$ cat config.mk
export PLATFORM = sky130hd
export DESIGN_NAME = bitwise_compare
export DESIGN_NICKNAME = d
export VERILOG_FILES = /design/src/rtl/bitwise_pkg.sv /design/src/rtl/bitwise_compare_core.sv /design/src/rtl/bitwise_compare.sv
export SDC_FILE = /design/constraint.sdc
export NUM_CORES = 1
export LEC_CHECK = 0
export ABC_AREA = 1
export CAP_MARGIN = 25
export CORE_MARGIN = 2
export CORE_UTILIZATION = 40
export DETAILED_ROUTE_END_ITERATION = 12
export PLACE_DENSITY = 0.72
export SLEW_MARGIN = 0
export SYNTH_ARGS = -nofsm -noshare
export SYNTH_HDL_FRONTEND = slang
export SYNTH_HIERARCHICAL = 1
export SYNTH_SLANG_ARGS = --single-unit
$ cat constraint.sdc
create_clock -name clk -period 1.3 [get_ports clk]
set_input_delay 0.39 -clock clk [delete_from_list [all_inputs] [get_ports clk]]
set_output_delay 0.39 -clock clk [all_outputs]
set_load 0.01 [all_outputs]
$ cat src/rtl/bitwise_pkg.sv
// Shared types and constants for the bitwise comparator.
package bitwise_pkg;

    // Default operand width used by the top when no override is given.
    localparam int WIDTH = 2;

    // Widest operand the result struct can carry; match is zero-extended.
    localparam int MAX_WIDTH = 64;

    // Full comparison result for one operand pair.
    typedef struct packed {
        logic                 z;
        logic                 gt;
        logic                 lt;
        logic [MAX_WIDTH-1:0] match;
    } cmp_result_t;

endpackage

$ cat src/rtl/bitwise_compare_core.sv
// Pure combinational compare of two unsigned operands into a cmp_result_t.
module bitwise_compare_core
    import bitwise_pkg::*;
#(
    parameter int WIDTH = bitwise_pkg::WIDTH
) (
    input  logic [WIDTH-1:0] x,
    input  logic [WIDTH-1:0] y,
    output cmp_result_t      res
);

    logic [WIDTH-1:0] bit_eq;

    assign bit_eq = ~(x ^ y);

    // Build the result; bits of match above WIDTH stay zero.
    always_comb begin
        res                   = '0;
        res.match[WIDTH-1:0]  = bit_eq;
        res.z                 = &bit_eq;
        res.gt                = (x > y);
        res.lt                = (x < y);
    end

endmodule

$ cat src/rtl/bitwise_compare.sv
// Registered bitwise equality / magnitude comparator, one cycle latency.
module bitwise_compare
    import bitwise_pkg::*;
#(
    parameter int WIDTH = bitwise_pkg::WIDTH
) (
    input  logic             clk,
    input  logic             rst,
    input  logic             in_valid,
    input  logic [WIDTH-1:0] x,
    input  logic [WIDTH-1:0] y,
    output logic             out_valid,
    output logic             z,
    output logic [WIDTH-1:0] match,
    output logic             gt,
    output logic             lt
);

    cmp_result_t res;

    bitwise_compare_core #(.WIDTH(WIDTH)) u_core (
        .x   (x),
        .y   (y),
        .res (res)
    );

    // Upper match bits are always zero padding from the core.
    logic unused_match;
    assign unused_match = ^res.match;

    // Valid flag tracks in_valid one cycle later; reset wins over a new pair.
    always_ff @(posedge clk) begin
        if (rst) out_valid <= 1'b0;
        else     out_valid <= in_valid;
    end

    // Result bank loads only on a valid pair so idle inputs never reach outputs.
    always_ff @(posedge clk) begin
        if (rst) begin
            z     <= 1'b0;
            gt    <= 1'b0;
            lt    <= 1'b0;
            match <= '0;
        end else if (in_valid) begin
            z     <= res.z;
            gt    <= res.gt;
            lt    <= res.lt;
            match <= res.match[WIDTH-1:0];
        end
    end

endmodule

==> reports/results.tsv, run 1 <==
stage	metric	value	unit
status	status	aborted with a tool error	
status	Exit stage	power grid generation (2_4_floorplan_pdn)	
status	error msg	"[ERROR PDN-0185] Insufficient width (27.60 um) to add straps on layer met4 in grid ""grid"" with total strap width 15.2 um and offset 13.6 um."	
floorplanning	chip width	32.0	microns
floorplanning	Core Rows	10	
synth	Mapped Avg Cell Area	6.83	sq um
synth	Ys Warns	6	
floorplanning	Starting Density	0.418	
synth	Cells after Synth	46	
synth	Post-Syn Nets	55	
floorplanning	die height	32.0	microns
synth	Syn Std Cell Area	314	sq um
==> run 2, diff against run 1 <==
Settings changed: CORE_AREA set to 2 2 63 65, CORE_MARGIN 2 to unset, CORE_UTILIZATION 40 to unset, DIE_AREA set to 0 0 65 67, PLACE_DENSITY 0.72 to unset, PLACE_DENSITY_LB_ADDON set to 0.15.
==> reports/results.tsv, run 2 <==
stage	metric	value	unit	change
status	status	complete, no violations		
cts	CTS Hold Bufs	0		
critical_path	RR Endpoint	match[1]		
floorplanning	Core Rows	22		+12
finish	# fillers	423		
timing	Final Hold Slack	0.470	ns	
grt	global-route usage over all layers	0.0441		
critical_path	crit-path cells	dlygate4sd2_1		
synth	Mapped Avg Cell Area	6.83	sq um	unchanged
floorplanning	die area	0.00436	sq mm	
floorplanning	chip width	65	microns	+100%
cts	Num CTS Buffers	3		
finish	Ant. Diodes	0		
critical_path	Worst EP arrival	0.82	ns	
cts	total clock sinks	6		
critical_path	CP bufs+invs	1		
routing	DR vias	302		
cts	depth of the CTS H-tree	1		
worst_hold_path	WHS Path Cells	2		
routing	post-DR wirelength/cell	6.92	microns	
finish	multi-input logic area	166	sq um	
routing	DRT Wirelength	761	microns	
finish	Top reg by flops	match		
routing	TritonRoute pass-1 iters	2		
critical_path	Startpoint Class	flop		
cts	clk slew on worst S/H paths	0.04	ns	
placement	DP Area	498	sq um	
pwr	overall power	615	uW	
critical_path	critical path fanouts, max	2		
critical_path	number of gates on the worst path with buffers counted	1		
placement	Cells after DPL	107		
cts	CTS tree	built		
grt	largest net degree at the start of global routing	12		
timing	Slew headroom	0.894		
grt	initial antenna violation count	0		
finish	Final Non-Filler Cells	110		
placement	DP HPWL	576	microns	
critical_path	Reg2Reg Launch Point	match[1]		
timing	Hold Vio Cnt, Final	0		
finish	synth-to-layout area growth	76.9	%	
routing	# DRC	0		
timing	final setup vio count	0		
routing	Antenna Nets Post-Route	0		
finish	register area	120	sq um	
critical_path	Setup crit end	match[1]		
critical_path	Worst path slowest cell	dfxtp_1		
finish	share of post-route cells with drive strength above 1	0.274		
timing	RSZ-0062 raised after global routing	no		
grt	total gr overflow	0		
critical_path	CP Launch Point	match[1]		
critical_path	WS Path Type	flop to output port		
synth	Ys Warns	6		unchanged
floorplanning	core area	0.00361	sq mm	
timing	final slew viol count	0		
finish	max reg flops	2		
floorplanning	die height	67	microns	+110%
cts	later-pin clock latency in the skew report	0.22	ns	
critical_path	crit end category	output port		
critical_path	R2R Setup Slk	0.73	ns	
synth	Post-Syn Nets	55		unchanged
floorplanning	Starting Density	0.0871		-0.331
timing	Final Skew	0	ns	
cts	Bufs on Longest Clock Path	2		
critical_path	delay-heaviest family, CP	flip-flops		
timing	measured slew at the worst slew-check pin	0.158	ns	
routing	vias per inst	2.75		
routing	DRT iter0 DRCs	6		
synth	Syn Std Cell Area	314	sq um	unchanged
placement	port bufs	12		
job	Max Cap Violations	0		
worst_hold_path	Min-Delay Path Class	flop to flop		
cts	CTS Root Cell	clkbuf_8		
critical_path	CP required	0.91	ns	
timing	Tmin final	1.21	ns	
finish	nets	73		
finish	final instance area	556	sq um	
pwr	Lkg Pwr	0.000278	uW	
placement	routability cong.	0.645		
timing	Peak Freq	828	MHz	
floorplanning	I/O pins	13		
grt	vias in the first global route	330		
synth	Cells after Synth	46		unchanged
finish	commonest non-fill, non-tap cell in the layout	nand2_1		
critical_path	Worst Reg-to-Reg Cells	2		
finish	most frequent cells in the layout	11 x nand2_1, 10 x dlygate4sd2_1, 9 x inv_1		
timing	setup TNS	0	ns	
critical_path	critical path's largest stage delay	0.32	ns	
pwr	power per cell area	1110	mW/mm^2	
cts	Post-CTS Setup Inserts	0		
pwr	Max VDD drop	0.316	mV	
grt	first-pass GRT wire length	1360	microns	
timing	final period utilization	0.929		
[run 2: how the worst min path moves through the flow]
stage	start	to	slack (ns)
after floorplan	rst	out_valid	0.46
after global placement	lt	lt	0.47
after detailed placement	lt	lt	0.48
after CTS	lt	lt	0.48
after global routing	z	z	0.49
final	lt	lt	0.47
[run 2: final cells by class]
type	instances	area share
Multi-Input combinational cell	27	0.300
Timing Repair Buffer	14	0.221
Sequential cell	6	0.216
Tap cell	48	0.108
Inverter	12	0.0811
Clock buffer	3	0.0743
[run 2: stage by stage]
stage | util | setup WS, ns
2_1_floorplan | - | 0.109
3_3_place_gp | 0.138 | -0.418
3_5_place_dp | 0.138 | -0.442
4_1_cts | 0.154 | 0.0720
5_1_grt | 0.154 | 0.0425
6_report | 0.154 | 0.0926
[run 2: power breakdown]
part / leakage (uW) / switching (uW) / internal, uW
Combinational: 0.000207 / 63.0 / 62.4
Sequential: 0.0000499 / 5.71 / 199
Clock: 0.0000216 / 85.3 / 199
[run 2: layer usage]
layer,track usage,vias up,wire length [microns]
li1,-,163,-
met1,0.0463,131,353
met2,0.0631,8,344
met3,0.0389,0,62
met4,0.0160,0,0
met5,0,-,0
[run 2: what timing repair did]
action	4_1_cts	5_1_grt
endpoints found under the setup margin	11	0
hold endpoints to repair	0	0
gates resized for setup	15	0
Power figures use the tool's default switching activity.
